<file path="config.mk">
export PLATFORM = sky130hd
export DESIGN_NAME = fetch_unit_flat
export DESIGN_NICKNAME = d
export VERILOG_FILES = /design/src/rtl/fetch_unit_if.sv /design/src/rtl/fetch_unit.sv /design/src/flat_wrapper.sv
export SDC_FILE = /design/constraint.sdc
export NUM_CORES = 1
export LEC_CHECK = 0
export CAP_MARGIN = 20
export CORE_ASPECT_RATIO = 0.5
export CORE_MARGIN = 2
export CORE_UTILIZATION = 45
export CTS_CLUSTER_DIAMETER = 150
export DETAILED_ROUTE_END_ITERATION = 8
export HOLD_SLACK_MARGIN = 0.08
export PLACE_DENSITY = 0.76
export SLEW_MARGIN = 15
export SYNTH_ARGS = -nofsm -noshare
export SYNTH_HDL_FRONTEND = slang
export SYNTH_SLANG_ARGS = --single-unit
</file>
<file path="constraint.sdc">
create_clock -name clk_i -period 8 [get_ports clk_i]
set_clock_uncertainty 0.1 [all_clocks]
set_input_delay 0.8 -clock clk_i [delete_from_list [all_inputs] [get_ports clk_i]]
set_output_delay 0.8 -clock clk_i [all_outputs]
set_load 0.05 [all_outputs]
</file>
<file path="src/rtl/fetch_unit_if.sv">
`default_nettype none
// ----------------------------------------------------------------------------
// fetch_unit_if : memory, redirect and decode-handshake bundle of fetch_unit
// Revision      : 1.0
// ----------------------------------------------------------------------------
interface fetch_unit_if;
   logic [31:0] imem_addr_o;
   logic [31:0] imem_instr_i;
   logic        redirect_valid_i;
   logic [31:0] redirect_pc_i;
   logic        instr_valid_o;
   logic        instr_ready_i;
   logic [31:0] instr_o;
   logic [31:0] pc_o;
   logic        fault_o;

   modport master (
      output imem_addr_o,
      input  imem_instr_i,
      input  redirect_valid_i,
      input  redirect_pc_i,
      output instr_valid_o,
      input  instr_ready_i,
      output instr_o,
      output pc_o,
      output fault_o
   );

   modport slave (
      input  imem_addr_o,
      output imem_instr_i,
      output redirect_valid_i,
      output redirect_pc_i,
      input  instr_valid_o,
      output instr_ready_i,
      input  instr_o,
      input  pc_o,
      input  fault_o
   );
endinterface
`default_nettype wire

</file>
<file path="src/rtl/fetch_unit.sv">
`default_nettype none
// ----------------------------------------------------------------------------
// fetch_unit : fetch PC, prefetch FIFO and redirect/flush for a comb. ROM
// Revision   : 1.0
// ----------------------------------------------------------------------------
module fetch_unit #(
   parameter logic [31:0] RESET_PC   = 32'h0000_0000,
   parameter int          FIFO_DEPTH = 2,
   parameter logic [31:0] NOP_INSTR  = 32'h0000_0013
) (
   input  wire logic    clk_i,
   input  wire logic    rst_i,
   fetch_unit_if.master bus
);
   localparam int AW = $clog2(FIFO_DEPTH);
   localparam logic [AW:0] PTR_ONE = {{AW{1'b0}}, 1'b1};

   logic [31:0] fetch_pc_q, fetch_pc_d;
   logic        halted_q, halted_d;
   logic [AW:0] wr_ptr_q, wr_ptr_d;
   logic [AW:0] rd_ptr_q, rd_ptr_d;

   logic [31:0] pc_mem_q    [FIFO_DEPTH];
   logic [31:0] instr_mem_q [FIFO_DEPTH];
   logic        fault_mem_q [FIFO_DEPTH];

   logic        empty, full, pop, push, misaligned;
   logic [31:0] push_instr;

   assign empty      = (wr_ptr_q == rd_ptr_q);
   assign full       = (wr_ptr_q[AW] != rd_ptr_q[AW]) &&
                       (wr_ptr_q[AW-1:0] == rd_ptr_q[AW-1:0]);
   assign pop        = !empty && bus.instr_ready_i;
   assign push       = !bus.redirect_valid_i && !halted_q && (!full || pop);
   assign misaligned = (fetch_pc_q[1:0] != 2'b00);
   assign push_instr = misaligned ? NOP_INSTR : bus.imem_instr_i;

   always_comb begin
      fetch_pc_d = fetch_pc_q;
      halted_d   = halted_q;
      wr_ptr_d   = wr_ptr_q;
      rd_ptr_d   = rd_ptr_q;
      if (bus.redirect_valid_i) begin
         // Flush discards any in-flight handshake along with the rest of the FIFO.
         fetch_pc_d = bus.redirect_pc_i;
         halted_d   = 1'b0;
         wr_ptr_d   = '0;
         rd_ptr_d   = '0;
      end else begin
         if (pop) begin
            rd_ptr_d = rd_ptr_q + PTR_ONE;
         end
         if (push) begin
            wr_ptr_d = wr_ptr_q + PTR_ONE;
            if (misaligned) begin
               halted_d = 1'b1;
            end else begin
               fetch_pc_d = fetch_pc_q + 32'd4;
            end
         end
      end
   end

   always_ff @(posedge clk_i) begin
      if (rst_i) begin
         fetch_pc_q <= RESET_PC;
         halted_q   <= 1'b0;
         wr_ptr_q   <= '0;
         rd_ptr_q   <= '0;
      end else begin
         fetch_pc_q <= fetch_pc_d;
         halted_q   <= halted_d;
         wr_ptr_q   <= wr_ptr_d;
         rd_ptr_q   <= rd_ptr_d;
      end
   end

   // Storage needs no reset: entries are only visible through non-empty pointers.
   always_ff @(posedge clk_i) begin
      if (!rst_i && push) begin
         pc_mem_q[wr_ptr_q[AW-1:0]]    <= fetch_pc_q;
         instr_mem_q[wr_ptr_q[AW-1:0]] <= push_instr;
         fault_mem_q[wr_ptr_q[AW-1:0]] <= misaligned;
      end
   end

   assign bus.imem_addr_o   = fetch_pc_q;
   assign bus.instr_valid_o = !empty;
   assign bus.instr_o       = empty ? 32'h0 : instr_mem_q[rd_ptr_q[AW-1:0]];
   assign bus.pc_o          = empty ? 32'h0 : pc_mem_q[rd_ptr_q[AW-1:0]];
   assign bus.fault_o       = empty ? 1'b0  : fault_mem_q[rd_ptr_q[AW-1:0]];
endmodule
`default_nettype wire

</file>
<file path="src/flat_wrapper.sv">
// flat-port wrapper written by rule: the top's interface ports become plain ports
module fetch_unit_flat 
#(
   parameter logic [31:0] RESET_PC   = 32'h0000_0000,
   parameter int          FIFO_DEPTH = 2,
   parameter logic [31:0] NOP_INSTR  = 32'h0000_0013
)
  (clk_i, rst_i, bus_imem_addr_o, bus_imem_instr_i, bus_redirect_valid_i, bus_redirect_pc_i, bus_instr_valid_o, bus_instr_ready_i, bus_instr_o, bus_pc_o, bus_fault_o);
  fetch_unit_if bus_i ();
  input  wire logic clk_i;
  input  wire logic rst_i;
  output wire logic [$bits(bus_i.imem_addr_o)-1:0] bus_imem_addr_o;
  input wire logic [$bits(bus_i.imem_instr_i)-1:0] bus_imem_instr_i;
  input wire logic [$bits(bus_i.redirect_valid_i)-1:0] bus_redirect_valid_i;
  input wire logic [$bits(bus_i.redirect_pc_i)-1:0] bus_redirect_pc_i;
  output wire logic [$bits(bus_i.instr_valid_o)-1:0] bus_instr_valid_o;
  input wire logic [$bits(bus_i.instr_ready_i)-1:0] bus_instr_ready_i;
  output wire logic [$bits(bus_i.instr_o)-1:0] bus_instr_o;
  output wire logic [$bits(bus_i.pc_o)-1:0] bus_pc_o;
  output wire logic [$bits(bus_i.fault_o)-1:0] bus_fault_o;
  assign bus_imem_addr_o = bus_i.imem_addr_o;
  assign bus_i.imem_instr_i = bus_imem_instr_i;
  assign bus_i.redirect_valid_i = bus_redirect_valid_i;
  assign bus_i.redirect_pc_i = bus_redirect_pc_i;
  assign bus_instr_valid_o = bus_i.instr_valid_o;
  assign bus_i.instr_ready_i = bus_instr_ready_i;
  assign bus_instr_o = bus_i.instr_o;
  assign bus_pc_o = bus_i.pc_o;
  assign bus_fault_o = bus_i.fault_o;
  fetch_unit #(.RESET_PC(RESET_PC), .FIFO_DEPTH(FIFO_DEPTH), .NOP_INSTR(NOP_INSTR)) u_core (.clk_i(clk_i), .rst_i(rst_i), .bus(bus_i));
endmodule
</file>
## After elaboration in Yosys (flattened, before gate mapping)

Memory sizes are Yosys's and may differ from the RTL's. A register that Yosys moved wholly into a read port is not among the register bits.
Cells that the tools add are included.

- Bits in registers: 37
- Memory bits (writable): 130
- Output and inout port bits: 98
- Word-level logic and storage cells: 45
- Memories kept: 3

- $add $sub $neg: 3
- Eq/ne operators: 4
- Multiplexer cells: 15
- Reduce and logical (&&, ||, !) cells: 16

Memories:

| memory | depth | width | rd ports | clocked after memory_dff | write ports | line | source |
|---|---|---|---|---|---|---|---|
| u_core.instr_mem_q | 2 | 32 | 1 | 1 | 1 | fetch_unit.sv:24 | `logic [31:0] instr_mem_q [FIFO_DEPTH];` |
| u_core.pc_mem_q | 2 | 32 | 1 | 1 | 1 | fetch_unit.sv:23 | `logic [31:0] pc_mem_q [FIFO_DEPTH];` |
| u_core.fault_mem_q | 2 | 1 | 1 | 1 | 1 | fetch_unit.sv:25 | `logic fault_mem_q [FIFO_DEPTH];` |

Operators by type and width:

| cell | count |
|---|---|
| $mux 32 | 6 |
| $add 32x3->32 const B | 1 |
| $mux 1 | 9 |
| $logic_and 1x1->1 | 5 |
| $logic_not 1->1 | 5 |
| $add 2x1->2 const B | 2 |
| $reduce_and 2->1 | 2 |
| $reduce_bool 2->1 | 2 |
| $eq 2x2->1 | 1 |
| $ne 2x2->1 const B | 1 |
| $reduce_or 2->1 | 1 |
| $eq 1x1->1 | 1 |
| $logic_or 1x1->1 | 1 |
| $ne 1x1->1 | 1 |

## Longest topological paths before layout

- Depth after elaboration: 8
- Gate-level depth with buffers: 7

## Least setup slack after synthesis

Ideal clock, no wire load.

- Path kind: input-to-reg
- Start point: input port rst_i
- End point: memory u_core.fault_mem_q[1] (enable)
- Library setup time: 671 ps
- Data arrival time: 8022 ps
- Slack: -794 ps
- Stages on the path: 4
- Buffers on the path: 1
- Cells stage by stage: clkbuf_1 > inv_1 > nand2_1 > nor4b_1

- Word-level cells in the longest chain between the ends: 4

Ends and longest elaborated chain:

| what | line | source |
|---|---|---|
| start, declared | flat_wrapper.sv:11 | `input wire logic rst_i;` |
| $logic_not 1->1 | fetch_unit.sv:80 | `if (!rst_i && push) begin` |
| $logic_and 1x1->1 | fetch_unit.sv:80 |  |
| $mux 1 | fetch_unit.sv:80 |  |
| $mux 1 (implied by the code) | fetch_unit.sv:83 | `fault_mem_q[wr_ptr_q[AW-1:0]] <= misaligned;` |
| end, declared | fetch_unit.sv:25 |  |

No other way between the ends.

## Worst setup path in the final report

- Start point: input port bus_redirect_valid_i
- End point: memory u_core.instr_mem_q[1][14] (enable)

- Word-level cells in the longest chain between the ends: 6

Ends and longest elaborated chain:

| what | line | source |
|---|---|---|
| start, declared | flat_wrapper.sv:14 | `input wire logic [$bits(bus_i.redirect_valid_i)-1:0] bus_redirect_valid_i;` |
| $logic_not 1->1 | fetch_unit.sv:34 | `assign push = !bus.redirect_valid_i && !halted_q && (!full \|\| pop);` |
| $logic_and 1x1->1 (2 in series) | fetch_unit.sv:34 |  |
| $logic_and 1x1->1 | fetch_unit.sv:80 |  |
| $mux 1 | fetch_unit.sv:80 |  |
| $mux 1 (implied by the code) | fetch_unit.sv:82 | `instr_mem_q[wr_ptr_q[AW-1:0]] <= push_instr;` |
| end, declared | fetch_unit.sv:24 |  |

No other way between the ends.

==> results.md <==
- TritonCTS clock tree: done
- DIE HEIGHT: 93.3 um
- Worst setup path start: bus_redirect_valid_i
- Io pins: 166
- Clk sinks: 168
- Fmax: between 0.2 and 0.25 GHz
- Number of synthesized register bits: 168
- Crit path max fanout: 53
- Worst stage delay on the critical path: 0.85 ns
- Post-CTS setup buffer count: 0
- Hold Vio Cnt, Final: 0
- Top FF cell, synth: edfxtp_1
- Routed Antenna Nets: 0
- Setup TNS: 0 ns
- Worst skew pair latency: 0.41 ns
- Via-per-instance ratio: approximately 5.3
- Global-route wire length before repair: 24800 um
- Post-CTS Resized: 0
- Clk buf depth: 2
- Worst path arrival time: 4.47 ns
- RSZ-0062 raised after global routing: false
- Num CTS Buffers: 17
- Sequential-to-total area share from yosys stat: 0.650
- Die Span X: 183 um
- Final setup vio count: 0
- Post-route DRC: 0
- Netlist cell types: 46
- Ys async rst share: 0
- GPL Wtd Cong: 0.804
- Vias: 4939
- CP top delay family: buffers and inverters
- First-pass DRT Iterations: 4
- DRT iter0 DRCs: ~280
- H-tree depth: 4
- Post-DP HPWL: 10600 um
- Avg Cell Area, Syn: 12.8 um2
- Pre-CTS setup slack: 3.07 ns
- Synth warn: 0
- Critical path's slowest cell: nor4b_4
- Hold buffers post-CTS: 0
- Initial antenna violation count: 0
- Routed WL: around 16000 um
- Crit path kind: in -> reg
- Slew Viols, Final: 0
- Worst endpoint required time: 7.94 ns
- Pwr/cell area: about 230 nW/um2
- Row count: 32
- Layout cell share with drive strength beyond 1: 0.0738
- Nets: 788
- Root buffer cell: clkbuf_16
- Final Worst Setup Slack: 3.47 ns
- Post-synth EDFFs: 130
- # diodes: 0
- Max-Slew Margin vs Limit: 0.404
- Leak: 3.16 nW
- Maxcap violations: 0
- Crit path launch type: input pin
- Die Area: 17000 um2
- Critical Path End Type: flip-flop
- Fin crit period: 4.53 ns
- PortBufs: 165
- Crit path cell chain: clkdlybuf4s50_1 > inv_2 > nand2_1 > nor4b_4 > buf_4
- Avg WL per Cell: between 15 and 20 um
- CP bufs+invs: 3
- Status: complete, no violations
- Final period util: 0.566
- GRT Residual Overflow: 0
- Pin count of the biggest net entering global routing: 66
- Worst slew pin tran: 0.890 ns
- Reg2reg start: u_core.wr_ptr_q[0]$_SDFFE_PP0P_
- Core area: 15500 um2
- Initial Util: 0.463
- Area grow syn2layout: 34.6%
- CTS clk-pin slew, worst paths: 0.07 ns
- Syn Inst Count: 560
- Total GRT Usage: 0.187
- Post-Syn Area: 7180 um2
- Hold_sp: u_core.bus.imem_addr_o[7]$_SDFFE_PP0P_
- Syn nets: 629
- Vias in the first global route: roughly 4800
- Hold Crit Class: reg -> reg
- Worst VDD drop: ~0.00014 V
[layout make-up]
type                       count  area (um2)
fill                        1196        5840
sequential                   168        4670
multi-input combinational    353        2400
timing repair buffer         172        1740
clock buffer                  17         425
tap                          204         255
clock inverter                15         149
inverter                       7        26.3
[cells in the mapped netlist, types with 13 or more instances]
library cell,count,area [um2]
nor2_1,104,390
clkbuf_1,16,60.1
and2_1,32,200
xnor2_1,14,123
edfxtp_1,130,3900
nand2_1,17,63.8
a211oi_1,17,128
dfxtp_1,38,761
mux2i_1,68,681
nand4_1,13,81.3
[worst paths after layout]
path | endpoint | slack, ns | cells past startpoint
max reg2reg | u_core.instr_mem_q[1][14]$_DFFE_PP_ | 4.82 | 5
min reg2reg | u_core.pc_mem_q[1][7]$_DFFE_PP_ | 0.45 | 0
min | u_core.pc_mem_q[1][7]$_DFFE_PP_ | 0.45 | 0
max | u_core.instr_mem_q[1][14]$_DFFE_PP_ | 3.47 | 5
[cells in the final DEF, fill, tap and decap left out, types with 12 or more instances in the layout]
master	synthesis	final
mux2i_1	68	68
edfxtp_1	130	130
and2_1	32	31
clkbuf_16	0	17
xnor2_1	14	14
a211oi_1	17	17
nand2_1	17	17
xor2_1	12	12
nor2_1	104	103
nand4_1	13	13
nand3_1	12	12
dfxtp_1	38	37
clkdlybuf4s50_1	0	165
[logic make-up after synthesis]
family,after synthesis,synth area share
flip-flops,168,0.650
multiplexers,68,0.0949
AO/OA/AOI/OAI,40,0.0450
buffers and inverters,39,0.0214
AND/OR/NAND/NOR,218,0.155
XOR/XNOR,26,0.0317
adder cells (fa/ha/maj),1,0.00174
[stage by stage]
step                      hold slack (ns)   util  instance area (um2)  power (W)  instances
after floorplan                     0.400      -                 7190    0.00128        560
after global placement              0.420  0.583                 9030    0.00142        901
after detailed placement            0.428  0.583                 9030    0.00142        901
after CTS                           0.444  0.620                 9600    0.00221        933
after global routing                0.452  0.623                 9660    0.00227        936
final                               0.446  0.623                 9660    0.00220        936
[per-layer routing]
metal | vias to the layer above | part of all wire | wire (um) | global-route usage
met5 | - | 0 | 0 | 0
met4 | 0 | 0.0088 | 140 | 0.0645
met3 | 14 | 0.043 | 682 | 0.0296
met2 | 127 | 0.51 | 8080 | 0.325
met1 | 2418 | 0.44 | 6990 | 0.242
li1 | 2380 | - | - | -
[power breakdown]
group | internal (W) | switching (W)
Combinational | 0.000139 | 0.000245
Sequential | 0.000986 | 0.0000352
Clock | 0.000461 | 0.000333
[sequential cells by signal, indices dropped and copies added, names as in the netlist, named ones only]
register                cells
u_core.halted_q             1
u_core.pc_mem_q            64
u_core.instr_mem_q         64
u_core.bus.imem_addr_o     32
u_core.fault_mem_q          2
u_core.wr_ptr_q             2
u_core.rd_ptr_q             2
No activity file was read; power rests on OpenSTA's default activity.
